$ cat src/rtl/freq_divider_if.sv
// Divider control bundle: divide ratio in, divided clock out.
// Purely combinational wiring, no latency of its own.
// No backpressure: N is level-sampled and clk_out is free-running.
interface freq_divider_if #(
  parameter int WIDTH = 32
);
  logic [WIDTH-1:0] N;
  logic             clk_out;

  modport master (output N, input  clk_out);
  modport slave  (input  N, output clk_out);
endinterface

$ cat src/rtl/freq_divider.sv
// Programmable integer clock divider with 50% duty for even and odd ratios.
// Latency: clk_out rises on the first clk_in rise after reset (odd N: half a cycle later).
// No backpressure: the divisor is taken only at period starts, so a new N waits for the boundary.
module freq_divider #(
  parameter int WIDTH = 32
) (
  input  logic          clk_in,
  input  logic          rst_n,
  freq_divider_if.slave div
);

  localparam logic [WIDTH-1:0] ONE   = {{(WIDTH-1){1'b0}}, 1'b1};
  localparam logic [WIDTH:0]   ONE_W = {{WIDTH{1'b0}}, 1'b1};

  logic [WIDTH-1:0] cnt;
  logic [WIDTH-1:0] n_l;
  logic             pos_q;
  logic             neg_q;
  logic             start_pend;

  logic             period_start;
  logic [WIDTH-1:0] n_sel;
  logic [WIDTH:0]   half_w;
  logic [WIDTH:0]   cnt_inc_w;
  logic             pos_nxt;

  // Period boundary detection and next-phase arithmetic; the extra bit keeps
  // (n_l+1) and (cnt+1) exact at the all-ones divisor.
  always_comb begin
    period_start = start_pend || (cnt == (n_l - ONE));
    n_sel        = (div.N == '0) ? ONE : div.N;
    half_w       = ({1'b0, n_l} + ONE_W) >> 1;
    cnt_inc_w    = {1'b0, cnt} + ONE_W;
    pos_nxt      = (cnt_inc_w < half_w);
  end

  // Rising-edge state: relatch divisor at period start, otherwise advance the count.
  always_ff @(posedge clk_in or negedge rst_n) begin
    if (!rst_n) begin
      cnt        <= '0;
      n_l        <= ONE;
      pos_q      <= 1'b0;
      start_pend <= 1'b1;
    end else if (period_start) begin
      cnt        <= '0;
      n_l        <= n_sel;
      pos_q      <= 1'b1;
      start_pend <= 1'b0;
    end else begin
      cnt        <= cnt_inc_w[WIDTH-1:0];
      pos_q      <= pos_nxt;
    end
  end

  // Half-cycle delayed copy of the phase, used to centre odd-ratio pulses.
  always_ff @(negedge clk_in or negedge rst_n) begin
    if (!rst_n) begin
      neg_q <= 1'b0;
    end else begin
      neg_q <= pos_q;
    end
  end

  // Output select: bypass for ratio 1, AND of both phases for odd ratios;
  // forced low while reset is held so the bypass path cannot leak clk_in.
  always_comb begin
    div.clk_out = 1'b0;
    if (rst_n) begin
      if (n_l == ONE) begin
        div.clk_out = clk_in;
      end else if (n_l[0]) begin
        div.clk_out = pos_q & neg_q;
      end else begin
        div.clk_out = pos_q;
      end
    end
  end

endmodule

$ cat src/flat_wrapper.sv
// flat-port wrapper written by rule: the top's interface ports become plain ports
module freq_divider_flat 
#(
  parameter int WIDTH = 32
)
  (clk_in, rst_n, div_N, div_clk_out);
  freq_divider_if #(.WIDTH(WIDTH)) div_i ();
  input  logic clk_in;
  input  logic rst_n;
  input wire logic [$bits(div_i.N)-1:0] div_N;
  output wire logic [$bits(div_i.clk_out)-1:0] div_clk_out;
  assign div_i.N = div_N;
  assign div_clk_out = div_i.clk_out;
  freq_divider #(.WIDTH(WIDTH)) u_core (.clk_in(clk_in), .rst_n(rst_n), .div(div_i));
endmodule
$ cat config.mk
export PLATFORM = sky130hd
export DESIGN_NAME = freq_divider_flat
export DESIGN_NICKNAME = d
export VERILOG_FILES = /design/src/rtl/freq_divider_if.sv /design/src/rtl/freq_divider.sv /design/src/flat_wrapper.sv
export SDC_FILE = /design/constraint.sdc
export NUM_CORES = 1
export LEC_CHECK = 0
export CAP_MARGIN = 20
export CORE_UTILIZATION = 51
export DETAILED_ROUTE_END_ITERATION = 16
export HOLD_SLACK_MARGIN = 0.12
export PLACE_DENSITY_LB_ADDON = 0.25
export SLEW_MARGIN = 20
export SYNTH_ARGS = -nofsm -noshare
export SYNTH_HDL_FRONTEND = slang
export SYNTH_SLANG_ARGS = --single-unit
$ cat constraint.sdc
create_clock -name clk_in -period 3.8 [get_ports clk_in]
set_input_delay 0.57 -clock clk_in [delete_from_list [all_inputs] [get_ports clk_in]]
set_output_delay 0.57 -clock clk_in [all_outputs]
set_load 0.1 [all_outputs]
==> metrics <==
slew at the pin with the worst max-slew slack approximately 750 ps; number of antenna violations at the first check in global routing 0; most common cell after layout, fill and taps aside dfrtp_1; Hold Vio Cnt, Final 0; number of placed cells counting well taps slightly below 800; number of placement rows 37; die height between 100 and 150 um; count of antenna diodes in the layout 0; max-cap viol count 0; horizontal die dimension ~110 um; overall die area roughly 11000 um2; Post-Syn Instances just under 600; filler cell count in the final layout a little under 900; Reg2Reg Depth 14; complex-gate fraction of the synthesized area 7.06%; required time of the worst setup path roughly 3200 ps; post-route worst setup slack approximately 78 ps; Final Core Density just over 60%; clock transition at the register clock pins on the worst setup and hold paths after CTS 80 ps; largest voltage drop on the vdd net 0.000241 V; wire length per cell after detailed routing between 15 and 20 um; Cell Pwr Density between 200 and 300 nW/um2; asr flop ratio synth 100%; kind of end point of the critical path output port; number of buffers between clock root and the deepest sink 2; drt via density 5.81; input/output buffers 34; number of top-level pins 35; startpoint type of the worst setup path register; Layout Cells excl Fill 791; starting DRC count in detailed routing 284; Post-synth EDFFs 0; Yosys warning total 0; CTS H-Tree Depth 3; result of the run complete, no violations; Distinct cells, synth 59; type of the worst setup path register to output port; leading cell types in the layout, fill and taps excluded dfrtp_1, xnor2_1, buf_4; layout cell share with drive strength beyond 1 16.9%; count of endpoints failing setup in the final report 0; post-synthesis simple-gate area fraction 26.0%; layout net count roughly 720; Avg Inst Size Synth around 9.4 um2; WL final 14000 um; Clk Latency, worst-skew pair 350 ps; GR Overflow Total 0; Total Power between 1.5 and 2 mW; headroom to the max-slew limit a little under 50%; post_cts resized 8; Most used DFF post-synth dfrtp_1; type of the worst min-delay path primary input to async pin; number of global-route vias before repair 4756; DR vias about 4600; final worst clock skew 14.6 ps; multiplexer share of the synthesized area under 10%; worst setup timing slack at the placement stage -464 ps; largest family of logic cells by synthesized area simple AND/OR/NAND/NOR gates; Crit path arrival time approximately 3200 ps; cts-stage hold buffer count 0; HPWL Detailed between 10000 and 15000 um; post-route antenna net violation count 0; portion of the post-synthesis area used by sequential elements a little over 30%; post-place instance area 6280 um2; adder-cell area share of the yosys netlist around 7.9%; final estimated routing congestion in global placement around 0.92; largest fanout of any net on the critical path 1; Max Slew Vio Count 0; TritonCTS clock tree yes; cell leakage power 2.87 nW; Synth Register Bits 67; largest net degree at the start of global routing 53; post-synthesis xor/xnor area fraction 16.3%; post-CTS setup repair buffer count 0; post-synthesis net count 661; cell at the root of the clock tree clkbuf_8; Area Overhead vs Synth 17.0%; initial cell density of the core a little over half; total DRC errors in the routed layout 0; combined area of all synthesized cells between 5000 and 6000 um2; total track usage 26.6%; drt pass-1 iters 5; setup repair after global routing missed its margin false; number of buffers created by CTS 9; final instance area around 6500 um2; floorplan core area ~10000 um2; first-pass GRT wire length 23300 um
worst max-delay path: stages (launching register included):
cell	delay, ps
dfrtn_1	390
o21ai_1	50
mux2i_1	130
and2_4	170
buf_12	170
cell usage after synthesis (all sizes together) (17+ instances only):
cell type,count,area [um2]
and2,35,219
and3,17,106
clkbuf,31,116
dfrtp,64,1600
ha,35,438
mux2,31,458
nand2,29,109
nand3,35,175
nand4,21,138
nor2,38,143
nor4,19,140
xnor2,57,499
xor2,46,403
final timing paths:
| check | from | to | slack (ps) |
|---|---|---|---|
| max | u_core.neg_q | div_clk_out | 80 |
| min | rst_n | u_core.cnt[28] | 130 |
| max reg2reg | u_core.n_l[7] | u_core.pos_q | 160 |
| min reg2reg | u_core.cnt[0] | u_core.cnt[0] | 530 |
| max in group asynchronous | rst_n | u_core.neg_q | 1540 |
| min in group clk_in | u_core.cnt[0] | u_core.cnt[0] | 530 |
report_power, final:
| part | internal, mW | leakage, nW | switching, mW |
|---|---|---|---|
| Combinational | 0.229 | 1.90 | 0.241 |
| Clock | 0.288 | 0.128 | 0.279 |
| Sequential | 0.752 | 0.843 | 0.0357 |
per-stage QoR:
stage / setup TNS, ps / hold WS [ps]
after CTS: 0 / 144
after detailed placement: -464 / 530
final: 0 / 133
after floorplan: 0 / 274
after global routing: 0 / 155
after global placement: -452 / 526
layer usage:
layer	vias up	share of wire (%)	GRT usage (%)
li1	2220	-	-
met5	-	0	0
met4	0	2.4	9.82
met2	114	49	46.3
met3	22	4.0	4.60
met1	2238	44	32.6
flip-flops by register name, indices dropped and copies added (netlist names):
name / cells
u_core.cnt: 32
u_core.n_l: 32
u_core.neg_q: 1
u_core.pos_q: 1
u_core.start_pend: 1
cells by family (layout without fill, tap and decap cells):
group	after synthesis	after routing
other	1	1
and+or+nand+nor	253	253
xor gates and xnor gates	103	103
buffers and inverters	43	106
adders and majority gates	35	35
AOI/OAI and AO/OA	55	55
DFF	67	67
muxes	35	35
area by class of cell:
| type | count | area [um2] | area share (%) |
|---|---|---|---|
| Timing Repair Buffer | 82 | 718 | 11.1 |
| Clock buffer | 13 | 165 | 2.55 |
| Inverter | 6 | 22.5 | 0.347 |
| Sequential cell | 67 | 1680 | 25.9 |
| Tap cell | 136 | 170 | 2.62 |
| Multi-Input combinational cell | 482 | 3690 | 56.9 |
| Clock inverter | 5 | 36.3 | 0.559 |
(Power assumes the default switching activity.)
